[config.mk]
export PLATFORM = sky130hd
export DESIGN_NAME = serial_a_paralelo_align
export DESIGN_NICKNAME = d
export VERILOG_FILES = /design/src/rtl/serial_a_paralelo_align.sv
export SDC_FILE = /design/constraint.sdc
export NUM_CORES = 1
export LEC_CHECK = 0
export CORE_MARGIN = 2
export CORE_UTILIZATION = 53
export CTS_CLUSTER_DIAMETER = 120
export CTS_CLUSTER_SIZE = 24
export DETAILED_ROUTE_END_ITERATION = 10
export PLACE_DENSITY = 0.76
export SLEW_MARGIN = 25
export SYNTH_ARGS = -nofsm -noshare
export SYNTH_HDL_FRONTEND = slang
export SYNTH_SLANG_ARGS = --single-unit
[constraint.sdc]
create_clock -name clk32f -period 1.9 [get_ports clk32f]
set_clock_uncertainty 0.2 [all_clocks]
set_input_delay 0.19 -clock clk32f [delete_from_list [all_inputs] [get_ports clk32f]]
set_output_delay 0.19 -clock clk32f [all_outputs]
set_load 0.05 [all_outputs]
[src/rtl/serial_a_paralelo_align.sv]
// rtl/serial_a_paralelo_align.sv - serial-to-byte receiver with COM alignment search and lock
// Optional re-search on misaligned COM hits is enabled by defining RELOCK_EN.
module serial_a_paralelo_align #(
  parameter logic [7:0]  COM_SYMBOL     = 8'hBC,
  parameter int unsigned LOCK_COUNT     = 4,
  parameter int unsigned MISALIGN_LIMIT = 2
) (
  input  logic       clk32f,
  input  logic       reset,
  input  logic       in,
  output logic [7:0] out,
  output logic       out_valid,
  output logic       active
);

  typedef enum logic [1:0] {SEARCH, LOCKING, ACTIVE} state_t;

  localparam logic [3:0] LOCK_CNT4 = 4'(LOCK_COUNT);

  state_t     state, state_nxt;
  logic [7:0] sr;
  logic [2:0] bit_cnt, bit_cnt_nxt;
  logic [3:0] com_cnt, com_cnt_nxt, com_inc;
  logic [7:0] out_nxt;
  logic       out_valid_nxt;
  logic [7:0] win;
  logic       win_com;
  logic       boundary;

  assign win      = {sr[6:0], in};
  assign win_com  = (win == COM_SYMBOL);
  assign boundary = (bit_cnt == 3'd7);
  assign com_inc  = (com_cnt == 4'hF) ? com_cnt : com_cnt + 4'd1;

`ifdef RELOCK_EN
  localparam logic [3:0] MIS_LIM4 = 4'(MISALIGN_LIMIT);
  logic [3:0] mis_cnt, mis_cnt_nxt, mis_inc;
  assign mis_inc = (mis_cnt == 4'hF) ? mis_cnt : mis_cnt + 4'd1;
`endif

  always_ff @(posedge clk32f or negedge reset) begin
    if (!reset) state <= SEARCH;
    else        state <= state_nxt;
  end

  always_comb begin
    state_nxt     = state;
    bit_cnt_nxt   = bit_cnt;
    com_cnt_nxt   = com_cnt;
    out_nxt       = out;
    out_valid_nxt = 1'b0;
`ifdef RELOCK_EN
    mis_cnt_nxt   = mis_cnt;
`endif
    case (state)
      SEARCH: begin
        if (win_com) begin
          bit_cnt_nxt = 3'd0;
          com_cnt_nxt = 4'd1;
          state_nxt   = (LOCK_CNT4 <= 4'd1) ? ACTIVE : LOCKING;
        end
      end
      LOCKING: begin
        bit_cnt_nxt = bit_cnt + 3'd1;
        if (boundary) begin
          if (win_com) begin
            com_cnt_nxt = com_inc;
            if (com_inc >= LOCK_CNT4) state_nxt = ACTIVE;
          end else begin
            // an aborted lock restarts the search on the following bit
            state_nxt   = SEARCH;
            com_cnt_nxt = 4'd0;
            bit_cnt_nxt = 3'd0;
          end
        end
      end
      ACTIVE: begin
        bit_cnt_nxt = bit_cnt + 3'd1;
        if (boundary) begin
          out_nxt       = win;
          out_valid_nxt = !win_com;
        end
`ifdef RELOCK_EN
        if (boundary && win_com) begin
          mis_cnt_nxt = 4'd0;
        end else if (!boundary && win_com) begin
          if (mis_inc >= MIS_LIM4) begin
            state_nxt   = SEARCH;
            mis_cnt_nxt = 4'd0;
            bit_cnt_nxt = 3'd0;
            com_cnt_nxt = 4'd0;
          end else begin
            mis_cnt_nxt = mis_inc;
          end
        end
`endif
      end
      default: state_nxt = SEARCH;
    endcase
  end

  always_ff @(posedge clk32f or negedge reset) begin
    if (!reset) begin
      sr        <= 8'h00;
      bit_cnt   <= 3'd0;
      com_cnt   <= 4'd0;
      out       <= 8'h00;
      out_valid <= 1'b0;
`ifdef RELOCK_EN
      mis_cnt   <= 4'd0;
`endif
    end else begin
      sr        <= win;
      bit_cnt   <= bit_cnt_nxt;
      com_cnt   <= com_cnt_nxt;
      out       <= out_nxt;
      out_valid <= out_valid_nxt;
`ifdef RELOCK_EN
      mis_cnt   <= mis_cnt_nxt;
`endif
    end
  end

  always_comb begin
    active = (state == ACTIVE);
  end

endmodule

Word level (Yosys, flattened, before mapping)
Index checks and enable logic that the tools add are counted.
W data, S select, Z words.
{ "totals": {"ff_bits": 25, "in_bits": 3, "out_inout_bits": 10, "elab_cells": 42} }
{ "op_classes": {"addsub": 2, "n_lt_le_gt_ge": 1, "eq_ne": 8, "n_mux": 16, "bitwise_logic": 1, "reduce_logical": 8} }
{ "ops": {"columns": ["op", "count"], "rows": [
  ["$mux W4", 4],
  ["$mux W3", 3],
  ["$pmux W3 S3", 1],
  ["$eq A8 B8 Y1 const B", 1],
  ["$mux W2", 4],
  ["$pmux W4 S2", 1],
  ["$pmux W2 S3", 1],
  ["$add A4 B1 Y4 const B", 1],
  ["$eq A4 B4 Y1 const B", 1],
  ["$ge A4 B3 Y1 const B", 1],
  ["$ne A2 B2 Y1 const B", 2],
  ["$reduce_and A2 Y1", 2],
  ["$reduce_and A4 Y1", 1],
  ["$add A3 B1 Y3 const B", 1],
  ["$eq A3 B3 Y1 const B", 1],
  ["$ne A3 B3 Y1 const B", 1],
  ["$reduce_and A3 Y1", 1],
  ["$reduce_bool A3 Y1", 1],
  ["$eq A2 B1 Y1 const B", 1],
  ["$eq A2 B2 Y1 const B", 1],
  ["$logic_not A2 Y1", 1],
  ["$mux W1", 2],
  ["$reduce_bool A2 Y1", 1],
  ["$logic_not A1 Y1", 1],
  ["$not A1 Y1", 1]
]} }

Logic depth before layout (Yosys ltp)
{ "depth": {"ltp_word": 7, "depth_mapped": 6, "mapped_depth_nobuf": 6} }

Least setup slack after synthesis
No wires, ideal clock.
{ "synth_path": {"path_type": "reg2reg", "start": "register state[0]", "end": "register out[0]", "setup_ns": 0.125, "t_arrival_ns": 1.634, "required_time_ns": 1.575, "path_slack_ns": -0.059, "path_stages_with_launch": 5, "path_buffers": 0, "period_less_slack_ns": 1.959, "path_cell_list": "dfrtp_1 > inv_1 > ha_1 > nand2_1 > mux2_2"} }
{ "synth_via": {"elab_chain_cells": 2} }
{ "synth_rtl": {"columns": ["element", "line_no", "text"], "rows": [
  ["from (decl)", "20", "state_t state, state_nxt;"],
  ["from (signal assigned)", "43", "else state <= state_nxt;"],
  ["$eq A2 B2 Y1", null, null],
  ["net active", "13", "output logic active"],
  ["$reduce_and A2 Y1 (no line)", null, null],
  ["to (signal assigned)", "116", "out <= out_nxt;"],
  ["to (decl)", "11", "output logic [7:0] out,"]
]} }
The timed path passes the listed nets, and every way through them passes these cells.
A chain may end at the register's enable or synchronous reset.

Worst setup path in the final report
{ "layout_path": {"start": "register bit_cnt[0]", "end": "register out[2]"} }
{ "layout_via": {"elab_chain_cells": 2} }
{ "layout_rtl": {"columns": ["element", "line_no", "text"], "rows": [
  ["from (decl)", "22", "logic [2:0] bit_cnt, bit_cnt_nxt;"],
  ["from (signal assigned)", "114", "bit_cnt <= bit_cnt_nxt;"],
  ["$eq A3 B3 Y1", "32", "assign boundary = (bit_cnt == 3'd7);"],
  ["$reduce_and A2 Y1 (no line)", null, null]
]} }
Every way passes these cells.

==> flow_summary.yaml <==
clock_network:
  numCtsBuffers: 3
  cts_tree: "done"
  htree_num_levels: 1
  cts_hold_buf: 0
  root_buffer: "clkbuf_4"
  clk_latency_ns: 0.32
  clk_pin_slew_ns: 0.14
  cts.sinks: 25
  cts_max_path_buffers: 2
sta:
  slew-limit-headroom_pct: 66.5
  setup-violations-final: 0
  post-route-period-util_pct: 98.0
  slew_viol_final: 0
  report.final.hold_viol_count: 0
  rsz0062_at_grt: "true"
  period_minus_slack_ns: 1.86
  max_freq_mhz: 537
  worst_pin_slew_ns: 0.502
  setup_ws_ns: 0.0374
worst_setup_path:
  crit_required_ns: 1.91
  reg2reg_depth: 5
  crit_end: "out[2]$_DFFE_PN0P_"
  crit_type: "flop to flop"
  timing.rr.end: "out[2]$_DFFE_PN0P_"
  startpoint_type: "flop"
  arrival_ns: 1.88
  reg2reg_setup_slack_ns: 0.04
  cp-startpoint: "bit_cnt[0]$_DFFE_PN0P_"
  end_kind: "flop"
  rr_startpoint: "bit_cnt[0]$_DFFE_PN0P_"
  crit_fanout: 9
synth:
  ys_warn_count: 0
  avgSynthCellArea_um2: 11.8
  syn-num-nets: 106
  yosysTopAreaCellShare_pct: 54.8
  synth_area_leaders: "dfrtp_1 (55%), mux2_2 (7.9%), ha_1 (6.6%), nor2_1 (3.0%), nand4bb_4 (2.4%)"
  ys_types: 29
  yosysSeqAreaShare_pct: 54.8
  synth_top_area_cell: "dfrtp_1"
  syn-cell-area_um2: 1140
  synth_seq_cells: 25
  synthCells: 97
place:
  dp_cells: 143
  place_congestion: 0.853
  port_buffers: 12
  dp_worst_setup_slack_ns: -0.185
  dp_hpwl_mm: 1.68
detailed_routing:
  drc: 0
  via_per_inst: 5.80
  drtIter0Drc: 8
  post_drt_wl_per_cell_um: 15.4
  wl_mm: 2.26
  drtAntennaViolNets: 0
  vias: 852
  drt_first_pass_iters: 4
floorplanning:
  die_height_um: 50.4
  core-area_um2: 2000
  start_util_pct: 57.1
  die_x_um: 50.4
  ios: 13
  std_cell_rows: 16
  die_area_um2: 2540
run:
  cap_violations: 0
power_and_ir_drop:
  max-vdd-ir-drop_mv: 0.525
  pwr-share-comb_pct: 22.6
  power_switching_uw: 343
  seqPwrFrac_pct: 55.9
  power_leakage_uw: 0.000760
  p_per_area_nw_per_um2: 756
  p_int_uw: 751
  swShare_pct: 31.4
  power.share.clock_pct: 21.5
finish:
  finalNonFillerCells: 147
  n_antenna_cell: 0
  drive_gt1_share_pct: 25.8
  layout_common_cells: "dfrtp_1 (25), nor2_1 (8), mux2_2 (8), dlymetal6s2s_1 (7)"
  nets: 130
  area_growth_syn_to_layout_pct: 26.7
  final_common_cell: "dfrtp_1"
global_route:
  gr-total-overflow: 0
  grt_pass1_vias: 912
  grt_max_degree: 26
  grt_usage_pct: 21.2
  grt_pass1_wl_mm: 4.08
  antenna_found_initial: 0
run_status:
  status: "finished clean"
hold_path:
  hold_path.class: "input pin to asynchronous set/reset pin"
[what timing repair did]
action	4_1_cts	5_1_grt
buffers inserted	0	0
endpoints found under the setup margin	2	15
gates resized for setup	2	15
cloned	0	0
pin swaps	0	0
[synthesized netlist by cell type]
library cell,instances
o21ai_0,2
o31ai_1,1
a22o_1,2
dfrtp_1,25
a221o_1,1
o21a_1,1
nand4b_1,2
nor2b_1,2
a31oi_1,2
or4_1,1
inv_1,6
a21o_1,2
or2_1,1
a32o_1,1
and2_1,2
nand4bb_4,1
and3_1,1
ha_1,6
or2_2,1
nand3_1,4
nor2_1,9
mux2_2,8
o22ai_1,2
a31o_2,2
or3_1,1
o21ai_1,1
o2111ai_1,1
a21oi_1,4
nand2_1,5
[power groups by stage]
stage          combinational (uW)  clock, uW  sequential, uW
2_1_floorplan                 146          0             612
3_3_place_gp                  215          0             616
3_5_place_dp                  223          0             619
4_1_cts                       225        240             609
5_1_grt                       279        270             619
6_report                      247        235             612
[logic make-up after synthesis]
logic type / share of synthesized area, %
buffers and inverters: 1.97
AOI/OAI and AO/OA: 13.5
muxes: 7.89
DFF: 54.8
and+or+nand+nor: 15.3
adders and majority gates: 6.57
[worst min-delay path by stage]
| stage | from | end | slack [ns] |
|---|---|---|---|
| 2_1_floorplan | reset | bit_cnt[0]$_DFFE_PN0P_ | -0.31 |
| 3_3_place_gp | sr[3]$_DFF_PN0_ | sr[4]$_DFF_PN0_ | 0.19 |
| 3_5_place_dp | sr[5]$_DFF_PN0_ | sr[6]$_DFF_PN0_ | 0.19 |
| 4_1_cts | reset | out[7]$_DFFE_PN0P_ | 0.02 |
| 5_1_grt | reset | sr[5]$_DFF_PN0_ | 0.04 |
| 6_report | reset | out[7]$_DFFE_PN0P_ | 0.005 |
[area by class of cell]
class	instances	area [um2]
Sequential cell	25	626
Inverter	6	22.5
Timing Repair Buffer	19	210
Clock inverter	1	5.00
Clock buffer	3	22.5
Tap cell	27	33.8
Fill cell	136	554
Multi-Input combinational cell	66	528
[layer usage]
metal	GRT usage [%]	vias up	share of wire (%)
li1	-	399	-
met1	28.4	426	44
met2	34.9	22	50
met3	3.57	5	4.1
met4	7.21	0	1.5
met5	0	-	0
[metrics by stage]
stage	hold WS [ns]	utilization (%)	setup TNS (ns)	instance area (um2)	power, uW
after floorplan	-0.306	-	0	1140	758
after global placement	0.187	68.6	-0.586	1370	832
after detailed placement	0.188	68.6	-1.19	1370	842
after CTS	0.0180	69.9	0	1400	1070
after global routing	0.0371	72.3	-0.00170	1450	1170
final	0.00472	72.3	0	1450	1090
[registers in the layout, summed over array words and instances, names as in the netlist]
register	cells
out_valid	1
sr	7
com_cnt	4
bit_cnt	3
out	8
state	2
[worst max-delay path, cell delays in order (launching register included)]
cell,delay [ns]
dfrtp_1,0.43
ha_1,0.22
ha_1,0.26
nand2_1,0.16
buf_12,0.14
mux2_2,0.33
No activity file was read; power rests on OpenSTA's default activity.
